File: config.mk
export PLATFORM = sky130hd
export DESIGN_NAME = iob_vexriscv_bus_merge
export DESIGN_NICKNAME = d
export VERILOG_FILES = /design/src/rtl/iob_bus_pkg.sv /design/src/rtl/iob_rr_arb2.sv /design/src/rtl/iob_vexriscv_bus_merge.sv
export SDC_FILE = /design/constraint.sdc
export NUM_CORES = 1
export LEC_CHECK = 0
export ABC_AREA = 1
export CAP_MARGIN = 20
export CORE_ASPECT_RATIO = 0.8
export CORE_MARGIN = 2
export CORE_UTILIZATION = 37
export DETAILED_ROUTE_END_ITERATION = 8
export GPL_TIMING_DRIVEN = 0
export PLACE_DENSITY_LB_ADDON = 0.12
export SYNTH_ARGS = -nofsm -noshare
export SYNTH_HDL_FRONTEND = slang
export SYNTH_HIERARCHICAL = 1
export SYNTH_SLANG_ARGS = --single-unit
File: constraint.sdc
create_clock -name clk -period 2 [get_ports clk]
set_input_delay 0.5 -clock clk [delete_from_list [all_inputs] [get_ports clk]]
set_output_delay 0.5 -clock clk [all_outputs]
set_load 0.005 [all_outputs]
File: src/rtl/iob_bus_pkg.sv
// Shared definitions for the packed native bus: widths, field offsets and
// the merge-block state encoding.
package iob_bus_pkg;

   typedef enum logic {
      StIdle = 1'b0,
      StBusy = 1'b1
   } state_e;

   function automatic int unsigned strb_w(input int unsigned data_w);
      return data_w / 8;
   endfunction

   function automatic int unsigned req_w(input int unsigned addr_w, input int unsigned data_w);
      return 1 + addr_w + data_w + data_w / 8;
   endfunction

   function automatic int unsigned resp_w(input int unsigned data_w);
      return data_w + 1;
   endfunction

   // Request is {valid, addr, wdata, wstrb} with wstrb in the LSBs.
   function automatic int unsigned valid_off(input int unsigned addr_w,
                                             input int unsigned data_w);
      return addr_w + data_w + data_w / 8;
   endfunction

   function automatic int unsigned addr_off(input int unsigned data_w);
      return data_w + data_w / 8;
   endfunction

   function automatic int unsigned wdata_off(input int unsigned data_w);
      return data_w / 8;
   endfunction

   localparam int unsigned WstrbOff = 0;

   // Response is {rdata, ready}.
   localparam int unsigned ReadyOff = 0;
   localparam int unsigned RdataOff = 1;

endpackage

File: src/rtl/iob_rr_arb2.sv
// Two-way round-robin pick; on a tie the master not granted last time wins.
module iob_rr_arb2 (
   input  logic [1:0] req_i,
   input  logic       last_grant_i,
   output logic [1:0] grant_o,
   output logic       grant_idx_o
);

   always_comb begin
      grant_idx_o = 1'b0;
      case (req_i)
         2'b01:   grant_idx_o = 1'b0;
         2'b10:   grant_idx_o = 1'b1;
         2'b11:   grant_idx_o = ~last_grant_i;
         default: grant_idx_o = 1'b0;
      endcase
      grant_o = 2'b00;
      if (|req_i) grant_o[grant_idx_o] = 1'b1;
   end

endmodule

File: src/rtl/iob_vexriscv_bus_merge.sv
// Merges the VexRiscv dbus (m0) and ibus (m1) onto one native port with a
// registered request and one outstanding transaction.
module iob_vexriscv_bus_merge
   import iob_bus_pkg::*;
#(
   parameter  int unsigned ADDR_W = 32,
   parameter  int unsigned DATA_W = 32,
   localparam int unsigned REQ_W  = req_w(ADDR_W, DATA_W),
   localparam int unsigned RESP_W = resp_w(DATA_W)
) (
   input  logic              clk,
   input  logic              rst,
   input  logic [ REQ_W-1:0] m0_req,
   output logic [RESP_W-1:0] m0_resp,
   input  logic [ REQ_W-1:0] m1_req,
   output logic [RESP_W-1:0] m1_resp,
   output logic [ REQ_W-1:0] s_req,
   input  logic [RESP_W-1:0] s_resp,
   output logic              busy,
   output logic              owner
);

   localparam int unsigned STRB_W   = strb_w(DATA_W);
   localparam int unsigned VALID_O  = valid_off(ADDR_W, DATA_W);
   localparam int unsigned ADDR_O   = addr_off(DATA_W);
   localparam int unsigned WDATA_O  = wdata_off(DATA_W);

   state_e              state_q, state_d;
   logic                valid_q, valid_d;
   logic [ADDR_W-1:0]   addr_q, addr_d;
   logic [DATA_W-1:0]   wdata_q, wdata_d;
   logic [STRB_W-1:0]   wstrb_q, wstrb_d;
   logic                owner_q, owner_d;
   logic                last_grant_q, last_grant_d;

   logic [1:0]          arb_req;
   logic [1:0]          arb_grant;
   logic                arb_idx;
   logic [REQ_W-1:0]    win_req;
   logic                s_ready;

   // Requests are only arbitrated while idle, so a completing master that
   // still holds valid is never reissued.
   assign arb_req = (state_q == StIdle) ? {m1_req[VALID_O], m0_req[VALID_O]} : 2'b00;
   assign win_req = arb_idx ? m1_req : m0_req;
   assign s_ready = s_resp[ReadyOff];

   iob_rr_arb2 u_arb (
      .req_i        (arb_req),
      .last_grant_i (last_grant_q),
      .grant_o      (arb_grant),
      .grant_idx_o  (arb_idx)
   );

   always_comb begin
      state_d      = state_q;
      valid_d      = valid_q;
      addr_d       = addr_q;
      wdata_d      = wdata_q;
      wstrb_d      = wstrb_q;
      owner_d      = owner_q;
      last_grant_d = last_grant_q;
      case (state_q)
         StIdle: begin
            if (|arb_grant) begin
               addr_d       = win_req[ADDR_O +: ADDR_W];
               wdata_d      = win_req[WDATA_O +: DATA_W];
               wstrb_d      = win_req[WstrbOff +: STRB_W];
               valid_d      = 1'b1;
               owner_d      = arb_idx;
               last_grant_d = arb_idx;
               state_d      = StBusy;
            end
         end
         StBusy: begin
            if (s_ready) begin
               valid_d = 1'b0;
               state_d = StIdle;
            end
         end
         default: state_d = StIdle;
      endcase
   end

   always_ff @(posedge clk) begin
      if (rst) begin
         state_q      <= StIdle;
         valid_q      <= 1'b0;
         addr_q       <= '0;
         wdata_q      <= '0;
         wstrb_q      <= '0;
         owner_q      <= 1'b0;
         last_grant_q <= 1'b1;
      end else begin
         state_q      <= state_d;
         valid_q      <= valid_d;
         addr_q       <= addr_d;
         wdata_q      <= wdata_d;
         wstrb_q      <= wstrb_d;
         owner_q      <= owner_d;
         last_grant_q <= last_grant_d;
      end
   end

   // Spurious slave responses while idle are dropped by gating on busy.
   always_comb begin
      busy    = (state_q == StBusy);
      owner   = owner_q;
      s_req   = busy ? {valid_q, addr_q, wdata_q, wstrb_q} : '0;
      m0_resp = (busy && !owner_q) ? s_resp : '0;
      m1_resp = (busy && owner_q) ? s_resp : '0;
   end

endmodule

; ---- After elaboration in Yosys (flattened, before gate mapping)
; Index checks and enable logic that the tools add are counted.
[word_totals]
ff_bits = 72
input_bits = 173
out_inout_bits = 137
elab_cells = 38
[op_classes]
n_lt_le_gt_ge = 2
n_eq_ne = 4
muxes = 15
bitwise_logic = 2
reduce_logical = 8
[ops]
columns = operator, n
row1 = $mux 69, 1
row2 = $mux 68, 1
row3 = $mux 33, 2
row4 = $pmux 1 s2, 3
row5 = $mux 1, 5
row6 = $eq 2x2->1 const B, 2
row7 = $mux 2, 2
row8 = $reduce_and 2->1, 2
row9 = $reduce_or 2->1, 2
row10 = $logic_and 1x1->1, 3
row11 = $lt 1x2->1 const B, 1
row12 = $ne 2x1->1 const B, 1
row13 = $ne 2x2->1 const B, 1
row14 = $not 1->1, 2
row15 = $demux 1 s1, 1
row16 = $ge 1x1->1 const B, 1
row17 = $logic_not 1->1, 1

; ---- Logic depth before layout (Yosys ltp)
; Gate-level depths: netlist of run 1.
[depth]
ltp_word = 11
mapped_depth = 12
depth_no_buf = 9

; ---- By module
; Netlist of run 1, hierarchy kept.
[by_module_without_submodules]
columns = mod, instances, cells_per_inst, area_each_um2, seq_area_each_um2
row1 = iob_vexriscv_bus_merge, 1, 927, 4848.4, 1441.4
row2 = iob_rr_arb2, 1, 6, 25.0, 0.0

; ---- Worst setup path after synthesis of run 1
; Ideal clock, no wire load.
[synth_timing]
path_type = flip-flop to flip-flop
from = register state_q (netlist: busy)
to = register addr_q[1]
setup_ps = 113
arrival_time_ps = 1603
required_ps = 1887
setup_slack_ps = 284
path_stages_with_launch = 11
path_buffers = 4
period_less_slack_ps = 1716
path_cell_list = dfxtp_1 > buf_2 > buf_2 > nor2_1 > a21oi_1 > o21ai_2 > buf_4 > buf_2 > nand2_1 > nand2_1 > nor2_1
[synth_via]
elab_chain_cells = 10
word_cells_on_any_way = 15
classes_between = order compare: 2 / eq/ne: 2 / mux: 6 / bitwise: 1 / reduce/logical: 4
[synth_lines]
columns = item, line_no
row1 = start: declaration, iob_vexriscv_bus_merge.sv:28  ; state_e state_q, state_d;
row2 = start signal: assignment, iob_vexriscv_bus_merge.sv:87  ; state_q <= StIdle;
row3 = start signal: assignment, iob_vexriscv_bus_merge.sv:95  ; state_q <= state_d;
row4 = $mux 2 *, iob_vexriscv_bus_merge.sv:44  ; assign arb_req = (state_q == StIdle) ? {m1_req[VALID_O], m0_req[VALID_O]} : 2'b00;
row5 = via arb_req[0], iob_vexriscv_bus_merge.sv:36  ; logic [1:0] arb_req;
row6 = $eq 2x2->1, iob_rr_arb2.sv:11  ; case (req_i)
row7 = $pmux 1 s2, iob_rr_arb2.sv:11
row8 = $lt 1x2->1 (not written as such) or $ge 1x1->1 (tied branches), iob_rr_arb2.sv:18  ; if (|req_i) grant_o[grant_idx_o] = 1'b1;
row9 = $logic_and 1x1->1 (not written as such), iob_rr_arb2.sv:18
row10 = $mux 1 (not written as such), iob_rr_arb2.sv:18
row11 = $demux 1 s1, --
row12 = $mux 2 *, iob_rr_arb2.sv:18
row13 = via arb_grant[1], iob_vexriscv_bus_merge.sv:37  ; logic [1:0] arb_grant;
row14 = $reduce_or 2->1 *, iob_vexriscv_bus_merge.sv:65  ; if (|arb_grant) begin
row15 = $reduce_and 2->1 (no source line) *, --
row16 = end signal: assignment, iob_vexriscv_bus_merge.sv:97  ; addr_q <= addr_d;
row17 = end: declaration, iob_vexriscv_bus_merge.sv:30  ; logic [ADDR_W-1:0] addr_q, addr_d;
; The timed path passes the listed nets; every way through them passes the cells marked *.
; A chain may end at the register's enable or synchronous reset.

; ---- Worst setup path after layout of run 1
[layout_timing]
from = register state_q (netlist: busy)
to = output s_req[25]
[layout_via]
elab_chain_cells = 1
[layout_lines]
columns = item, line_no
row1 = $mux 69, iob_vexriscv_bus_merge.sv:109  ; s_req = busy ? {valid_q, addr_q, wdata_q, wstrb_q} : '0;
row2 = end: declaration, iob_vexriscv_bus_merge.sv:17  ; output logic [ REQ_W-1:0] s_req,
; No other way between the ends.

==> results.py, run 1 <==
metrics = {
    "synth": {
        "syn_area_per_cell_sq_um": 5.22,
        "syn_nets": 1106,
        "synthCells": 933,
        "yosysTopAreaCellShare": 0.296,
        "synth-edff-count": 0,
        "synth-async-reset-ratio": 0,
        "yosysSeqAreaShare": 0.296,
        "ys_types": 17,
        "synth_area_leaders": "dfxtp_1 30%, nand2_1 22%, inv_1 19%",
        "synth_top_area_cell": "dfxtp_1",
        "yosysWarnings": 6,
        "yosys-top-cells-count": "282 x nand2_1, 244 x inv_1, 204 x nor2_1, 72 x dfxtp_1, 56 x o21ai_0",
        "netlist_area_sq_um": 4870,
        "synth.most_common_cell": "nand2_1",
        "synth_seq_cells": 72,
        "ys.flop_type": "dfxtp_1",
    },
    "sta": {
        "finalSetupTns_ns": -8.54,
        "fmax_mhz": 464,
        "fin_skew_ns": 0.00757,
        "fin_crit_sh": 1.08,
        "rsz0062_at_grt": "yes",
        "slew_headroom": 0.673,
        "worst_slack_ns": -0.154,
        "min_period_ns": 2.15,
        "slew_violations": 0,
        "final-setup-viol-count": 90,
        "worst_slew_pin_slew_ns": 0.490,
        "hold_viol_final": 0,
    },
    "drt": {
        "wl_per_cell_um": 12.9,
        "ant_nets": 0,
        "routed_wirelength_mm": 18.6,
        "via_count": 6105,
        "vias_per_cell": 4.23,
        "drc": 0,
        "drtIter0Drc": 202,
        "drt_first_pass_iters": 5,
    },
    "cells_and_area": {
        "n_antenna_cell": 0,
        "areaGrowthSynthToFinish_pct": 80.8,
        "nNetsFinal": 1437,
        "final_layout_size_suffix_gt1_frac": 0.106,
    },
    "cts": {
        "cts_root_buf": "clkbuf_16",
        "htree_num_levels": 3,
        "cts.sinks": 72,
        "cts_buffers": 9,
        "cts_tree": "built",
        "clk_latency_ns": 0.33,
        "clockBufferDepth": 2,
        "clk_pin_slew_worst_paths_ns": 0.06,
    },
    "pwr": {
        "irDropWorstVdd_mv": 0.606,
        "p_int_mw": 4.25,
        "p_leak_nw": 5.56,
        "p_sw_mw": 2.13,
        "seqPwrFrac": 0.296,
        "finalPower_mw": 6.38,
        "switching_share": 0.334,
        "powerDensity_nw_per_um2": 724,
        "combinationalPowerShare": 0.426,
        "clkPwrFrac": 0.278,
    },
    "floorplan": {
        "die_h_um": 107,
        "start_util": 0.379,
        "num_io_pins": 310,
        "die_width_um": 132,
        "core.rowCount": 37,
        "die_area_sq_um": 14100,
        "core_sq_um": 12900,
    },
    "critical_path": {
        "critical_path_arrival_ns": 1.65,
        "required_ns": 1.50,
        "cp-end-kind": "output port",
        "path_class": "flop to output port",
        "start_kind": "flop",
        "cp_max_fo": 10,
    },
    "status": {
        "outcome": "complete, but fails checks",
        "failed_checks": "negative setup slack",
    },
    "grt": {
        "grt_pass1_wl_mm": 27.3,
        "antenna_found_initial": 0,
        "grt.overflow.total": 0,
        "grt_pass1_vias": 5355,
        "track_usage": 0.243,
        "grt_max_degree": 13,
    },
    "run": {
        "max_cap_viol_count": 0,
    },
    "placement": {
        "place_congestion": 0.847,
        "portBuffers": 309,
        "dpl.hpwl_mm": 14.3,
    },
    "min_path": {
        "hold_class": "flop to flop",
    },
}
metal layers:
metal  routed length (um)  track usage  vias to the layer above
li1                     -            -                     3259
met1                 7450        0.275                     2624
met2                 9220        0.436                      192
met3                 1420       0.0818                       30
met4                  474       0.0760                        0
met5                    0            0                        -
layout by cell type (no fill, tap or decap), types with 19 or more instances in the layout:
cell / count
buf_4: 19
dlymetal6s2s_1: 31
dlygate4sd2_1: 27
o21ai_0: 54
inv_1: 244
nand2_1: 281
dfxtp_1: 70
buf_2: 35
clkdlybuf4s50_1: 213
nor2_1: 188
worst paths after layout:
check / slack [ns] / endpoint / from / cells past startpoint
min: 0.45 / valid_q / valid_q / 2
min reg2reg: 0.45 / valid_q / valid_q / 2
max reg2reg: 0.10 / addr_q[11] / busy / 12
max: -0.15 / s_req[25] / busy / 5
power by group through the flow:
| stage | combinational (mW) | sequential (mW) | clock [mW] |
|---|---|---|---|
| 4_1_cts | 2.53 | 1.88 | 1.80 |
| 3_5_place_dp | 2.51 | 1.91 | 0 |
| 3_3_place_gp | 2.49 | 1.89 | 0 |
| 2_1_floorplan | 1.37 | 1.87 | 0 |
| 5_1_grt | 3.05 | 1.92 | 1.86 |
| 6_report | 2.72 | 1.89 | 1.78 |
registers in the layout, summed over array words and instances (netlist names):
| register | count |
|---|---|
| owner | 1 |
| wdata_q | 32 |
| busy | 1 |
| valid_q | 1 |
| wstrb_q | 4 |
| addr_q | 32 |
| last_grant_q | 1 |
area by class of cell:
cell class	count	area, sq um
fill	1217	4060
timing repair buffer	321	3150
multi-input combinational	563	2280
sequential	72	1450
inverter	246	926
buffer	51	460
clock buffer	11	253
tap	175	219
clock inverter	5	78.8
timing repair:
action                                  4_1_cts  5_1_grt
gates cloned                                  0        7
hold buffers                                  0        0
pin swaps                                     0        1
resized for setup                           119      173
setup buffers                                 0        5
endpoints found under the setup margin      195      181
worst max-delay path, stage by stage (launching register included):
cell             delay, ns
dfxtp_4               0.38
clkbuf_16             0.15
buf_4                 0.17
nand2_1               0.07
inv_1                 0.05
clkdlybuf4s50_1       0.51
kinds of logic (layout without fill, tap and decap cells):
logic type             after synthesis  in the layout  share of synthesized area
DFF                                 72             72                      0.296
buffers and inverters              298            634                      0.250
and+or+nand+nor                    489            489                      0.378
AOI/OAI and AO/OA                   74             74                     0.0770
stage by stage:
step / hold WS (ns) / util / area [sq um] / worst slack (ns) / instances
floorplan: 0.427 / - / 4870 / 0.284 / 933
global placement: 0.440 / 0.636 / 8190 / -0.412 / 1417
detailed placement: 0.441 / 0.636 / 8190 / -0.423 / 1417
CTS: 0.449 / 0.664 / 8540 / -0.201 / 1432
global route: 0.470 / 0.685 / 8810 / -0.211 / 1444
finish: 0.447 / 0.685 / 8810 / -0.154 / 1444
Note: power is estimated with default switching activity, not from simulation.
==> inputs of run 2 (changes only) <==
--- a/config.mk
+++ b/config.mk
@@ -10,9 +10,11 @@
 export CORE_ASPECT_RATIO = 0.8
 export CORE_MARGIN = 2
 export CORE_UTILIZATION = 37
+export CTS_CLUSTER_SIZE = 25
 export DETAILED_ROUTE_END_ITERATION = 8
 export GPL_TIMING_DRIVEN = 0
 export PLACE_DENSITY_LB_ADDON = 0.12
+export REMOVE_ABC_BUFFERS = 1
 export SYNTH_ARGS = -nofsm -noshare
 export SYNTH_HDL_FRONTEND = slang
 export SYNTH_HIERARCHICAL = 1
==> run 2 against run 1 <==
Compared with the run above: setup slack improved by 0.013 ns; largest power group unchanged; fmax up 0.61%; flip-flop and latch count unchanged; utilization up 4.3 points; the flow still finishes with violations (negative setup slack); combinational power rose by 16%; critical endpoint is now m1_resp[10]; power is 8.2% higher; via count grew 1.5%; highest routed layer unchanged; non-clock buffer count decreased by 3.
==> results.py, run 2 (synthesis gave the netlist of run 1 again) <==
metrics = {
    "drt": {
        "via_count": 6194,
        "wl_per_cell_um": 13.5,
        "drc": 0,
        "ant_nets": 0,
        "drtIter0Drc": 341,
        "vias_per_cell": 4.29,
        "drt_first_pass_iters": 5,
        "routed_wirelength_mm": 19.5,
    },
    "floorplan": {
        "die_width_um": 132,
        "die_area_sq_um": 14100,
        "num_io_pins": 310,
        "core_sq_um": 12900,
        "die_h_um": 107,
        "start_util": 0.379,
        "core.rowCount": 37,
    },
    "cells_and_area": {
        "reg_top3": "addr_q x32, wdata_q x32, wstrb_q x4",
        "fin_area_sq_um": 9360,
        "final_layout_size_suffix_gt1_frac": 0.113,
        "utilization": 0.727,
        "n_antenna_cell": 0,
        "nFillCells": 1103,
        "final_common_cell": "nand2_1",
        "finalNonFillerCells": 1444,
        "areaGrowthSynthToFinish_pct": 92.1,
        "final_cell_mix": "269 x nand2_1, 242 x inv_1, 193 x nor2_1, 185 x clkdlybuf4s50_1, 70 x dfxtp_1",
        "nNetsFinal": 1438,
    },
    "status": {
        "outcome": "complete, but fails checks",
        "failed_checks": "negative setup slack",
    },
    "critical_path": {
        "crit_path_max_incr_delay_ns": 0.52,
        "start_kind": "flop",
        "cp_max_fo": 17,
        "required_ns": 1.50,
        "critical_path_arrival_ns": 1.64,
        "path_cells": "buf_6, nand2_8, nor2_1, clkdlybuf4s50_1",
        "cp_num_buf_inv": 2,
        "cp_slowest_cell": "clkdlybuf4s50_1",
        "path_class": "flop to output port",
        "critical_path.top_delay_family": "buffers and inverters",
        "cp-end-kind": "output port",
    },
    "sta": {
        "slew_violations": 0,
        "hold_ws_ns": 0.451,
        "rsz0062_at_grt": "yes",
        "min_period_ns": 2.14,
        "fin_crit_sh": 1.07,
        "slew_headroom": 0.691,
        "fmax_mhz": 467,
        "finalSetupTns_ns": -2.57,
        "worst_slew_pin_slew_ns": 0.463,
        "final-setup-viol-count": 29,
        "fin_skew_ns": 0.00668,
        "worst_slack_ns": -0.141,
        "hold_viol_final": 0,
    },
    "grt": {
        "busiest_layer": "met2",
        "antenna_found_initial": 0,
        "grt_pass1_vias": 5384,
        "grt_util_met2": 0.396,
        "track_usage": 0.233,
        "grt.overflow.total": 0,
        "grtUsageMet1": 0.291,
        "grt_pass1_wl_mm": 26.5,
        "grt_max_degree": 88,
        "use_met3": 0.0766,
    },
    "cts": {
        "cts_buffers": 9,
        "clk_latency_ns": 0.33,
        "cts_tree": "built",
        "cts.sinks": 72,
        "cts_root_buf": "clkbuf_16",
        "htree_num_levels": 3,
        "hold_buffers": 0,
        "clk_pin_slew_worst_paths_ns": 0.05,
        "clockBufferDepth": 2,
    },
    "placement": {
        "post-place-cells": 1373,
        "pre_cts_slack_ns": -1.19,
        "dpl.hpwl_mm": 11.6,
        "placed_area_sq_um": 8100,
        "place_congestion": 0.745,
        "portBuffers": 309,
    },
    "min_path": {
        "hold_class": "flop to flop",
    },
    "run": {
        "max_cap_viol_count": 0,
    },
    "pwr": {
        "powerDensity_nw_per_um2": 738,
        "irDropWorstVdd_mv": 0.572,
        "p_leak_nw": 6.13,
        "finalPower_mw": 6.91,
    },
}
-- run 2: power breakdown --
part / switching [mW] / internal [mW]
registers: 0.165 / 1.74
clock network: 0.613 / 1.25
logic: 1.52 / 1.63
total: 2.29 / 4.61
-- run 2: final cells by class --
class	instances	area, sq um	share of cell area
multi-input combinational	567	2380	0.254
clock buffer	10	239	0.0255
inverter	246	926	0.0989
timing repair buffer	369	4050	0.432
clock inverter	5	104	0.0111
tap	175	219	0.0234
sequential	72	1450	0.155
-- run 2: final timing paths --
path | startpoint | cells after the start | slack [ns] | endpoint
max | busy | 4 | -0.14 | m1_resp[10]
min | valid_q | 2 | 0.45 | valid_q
max reg2reg | busy | 14 | 0.02 | wdata_q[28]
min reg2reg | valid_q | 2 | 0.45 | valid_q
-- run 2: repair_timing --
action                     4_1_cts  5_1_grt
pin swaps                        4        7
buffers inserted                21       13
gates cloned                     6       18
resized for setup              113      148
setup endpoints to repair      207      158
-- run 2: per-layer routing --
metal,vias to the layer above,share of wire
li1,3266,-
met1,2695,0.43
met2,220,0.48
met3,13,0.079
met4,0,0.0062
met5,-,0
-- run 2: tightest hold or removal path, cell delays in order, from the launching register on --
cell	delay (ns)
dfxtp_1	0.31
inv_1	0.05
a21oi_1	0.05
==> inputs of run 3 (changes only) <==
--- a/config.mk
+++ b/config.mk
@@ -12,9 +12,10 @@
 export CORE_UTILIZATION = 37
 export CTS_CLUSTER_SIZE = 25
 export DETAILED_ROUTE_END_ITERATION = 8
-export GPL_TIMING_DRIVEN = 0
+export GPL_TIMING_DRIVEN = 1
 export PLACE_DENSITY_LB_ADDON = 0.12
 export REMOVE_ABC_BUFFERS = 1
+export SLEW_MARGIN = 30
 export SYNTH_ARGS = -nofsm -noshare
 export SYNTH_HDL_FRONTEND = slang
 export SYNTH_HIERARCHICAL = 1
==> run 3 against run 2 <==
Compared with the run above: the flow now finishes without violations; sequential share of layout area rose by 1.0 points; hold slack improved by 0.019 ns; sequential power barely moved; fmax rose by 7.4%; cell count fell by 0.28%; combinational power fell by 12%; largest cell class unchanged.
==> results.py, run 3 (synthesis gave the netlist of run 1 again) <==
metrics = {
    "critical_path": {
        "critical_path_arrival_ns": 1.49,
        "cp-end-kind": "output port",
        "crit_path_max_incr_delay_ns": 0.38,
        "cp_max_fo": 15,
        "start_kind": "flop",
        "required_ns": 1.50,
        "path_class": "flop to output port",
        "path_cells": "inv_2, or2_4, buf_8, nor2_1, dlygate4sd2_1",
        "cp_slowest_cell": "dfxtp_4",
    },
    "sta": {
        "hold_viol_final": 0,
        "slew_headroom": 0.806,
        "final-setup-viol-count": 0,
        "worst_slack_ns": 0.00709,
        "worst_slew_pin_slew_ns": 0.288,
        "rsz0062_at_grt": "yes",
        "slew_violations": 0,
        "fin_crit_sh": 0.996,
        "fin_skew_ns": 0.00498,
        "fmax_mhz": 502,
        "min_period_ns": 1.99,
    },
    "cts": {
        "cts_tree": "built",
        "htree_num_levels": 3,
        "clockBufferDepth": 2,
        "cts_root_buf": "clkbuf_16",
        "cts.sinks": 72,
        "clk_latency_ns": 0.33,
        "cts_buffers": 9,
        "clk_pin_slew_worst_paths_ns": 0.06,
    },
    "floorplan": {
        "die_area_sq_um": 14100,
        "core.rowCount": 37,
        "die_width_um": 132,
        "start_util": 0.379,
        "die_h_um": 107,
        "num_io_pins": 310,
        "core_sq_um": 12900,
    },
    "drt": {
        "ant_nets": 0,
        "drc": 0,
        "via_count": 5925,
        "vias_per_cell": 4.11,
        "drtIter0Drc": 276,
        "wl_per_cell_um": 12.1,
        "routed_wirelength_mm": 17.4,
        "drt_first_pass_iters": 5,
    },
    "grt": {
        "grt_max_degree": 65,
        "track_usage": 0.224,
        "antenna_found_initial": 0,
        "grt_pass1_wl_mm": 25.8,
        "grt_pass1_vias": 5354,
        "grt.overflow.total": 0,
    },
    "cells_and_area": {
        "ff_latch_area_sq_um": 1450,
        "nNetsFinal": 1433,
        "final_common_cell": "nand2_1",
        "nFillCells": 1231,
        "n_antenna_cell": 0,
        "final_layout_size_suffix_gt1_frac": 0.132,
        "areaGrowthSynthToFinish_pct": 79.6,
        "final_cell_mix": "280 x nand2_1, 242 x inv_1, 197 x nor2_1, 173 x clkdlybuf4s50_1, 70 x dfxtp_1",
        "multi_input_area_sq_um": 2280,
        "finalNonFillerCells": 1440,
        "reg_top3": "addr_q x32, wdata_q x32, wstrb_q x4",
    },
    "placement": {
        "place_congestion": 0.759,
        "portBuffers": 309,
        "post-place-cells": 1392,
        "pre_cts_slack_ns": -0.195,
        "dpl.hpwl_mm": 11.7,
    },
    "min_path": {
        "hold_class": "flop to flop",
    },
    "pwr": {
        "powerDensity_nw_per_um2": 719,
        "irDropWorstVdd_mv": 0.544,
        "p_leak_nw": 5.46,
    },
    "run": {
        "max_cap_viol_count": 0,
    },
    "status": {
        "outcome": "completed",
    },
}
==> run 3: cell count changes in the layout (fill, tap and decap cells not counted), sizes merged <==
| cell | change |
|---|---|
| clkinvlp | +1 |
| clkdlybuf4s50 | -12 |
| dlygate4sd2 | +5 |
| or2 | -3 |
| bufinv | -2 |
| clkinv | +2 |
| nand2 | -1 |
| clkbuf | +6 |
| clkdlybuf4s15 | -1 |
| buf | +40 |
| dlymetal6s2s | -40 |
| bufbuf | +1 |
==> run 3: report_power, final <==
part,total (mW),leakage [nW],internal (mW),switching (mW)
registers,1.89,0.598,1.73,0.154
clock network,1.65,0.145,1.00,0.642
logic,2.76,4.71,1.40,1.37
total,6.30,5.46,4.14,2.16
==> run 3: final cells by class <==
type	count	share of cell area
timing repair buffer	368	0.409
multi-input combinational	563	0.260
sequential	72	0.165
inverter	246	0.106
clock buffer	10	0.0273
tap	175	0.0250
clock inverter	6	0.00772
==> run 3: critical path: cells and delay by family (launching register included) <==
| family | cells | cell delay (ns) |
|---|---|---|
| buffers and inverters | 3 | 0.44 |
| and+or+nand+nor | 2 | 0.33 |
| DFF | 1 | 0.38 |
==> run 3: final timing paths <==
check | start | end | slack [ns] | depth (start not counted)
hold / removal | valid_q | valid_q | 0.47 | 2
hold reg to reg | valid_q | valid_q | 0.47 | 2
setup / recovery | busy | m0_resp[6] | 0.007 | 5
setup reg to reg | busy | addr_q[2] | 0.04 | 11
==> run 3: stage by stage <==
stage	hold WS, ns	cell area (sq um)	util	setup TNS [ns]	total power [mW]
after floorplan	0.427	4580	-	-414.44	3.21
after global placement	0.447	8220	0.638	-16.88	4.33
after detailed placement	0.463	8220	0.638	-17.03	4.37
after CTS	0.473	8610	0.669	-2.05	6.10
after global routing	0.513	8750	0.680	-2.13	6.77
final	0.470	8750	0.680	0	6.30
==> run 3: routing by layer <==
metal  track usage  vias to the layer above  share of wire
met4        0.0453                        0         0.0079
met1         0.279                     2498           0.44
li1              -                     3244              -
met5             0                        -              0
met2         0.386                      173           0.47
met3        0.0676                       10          0.075
==> run 3: what timing repair did <==
item | CTS | global route
pin swaps | 0 | 1
gates resized for setup | 280 | 92
endpoints found under the setup margin | 133 | 151
buffers inserted | 15 | 7
gates cloned | 4 | 7
hold buffers | 0 | 0
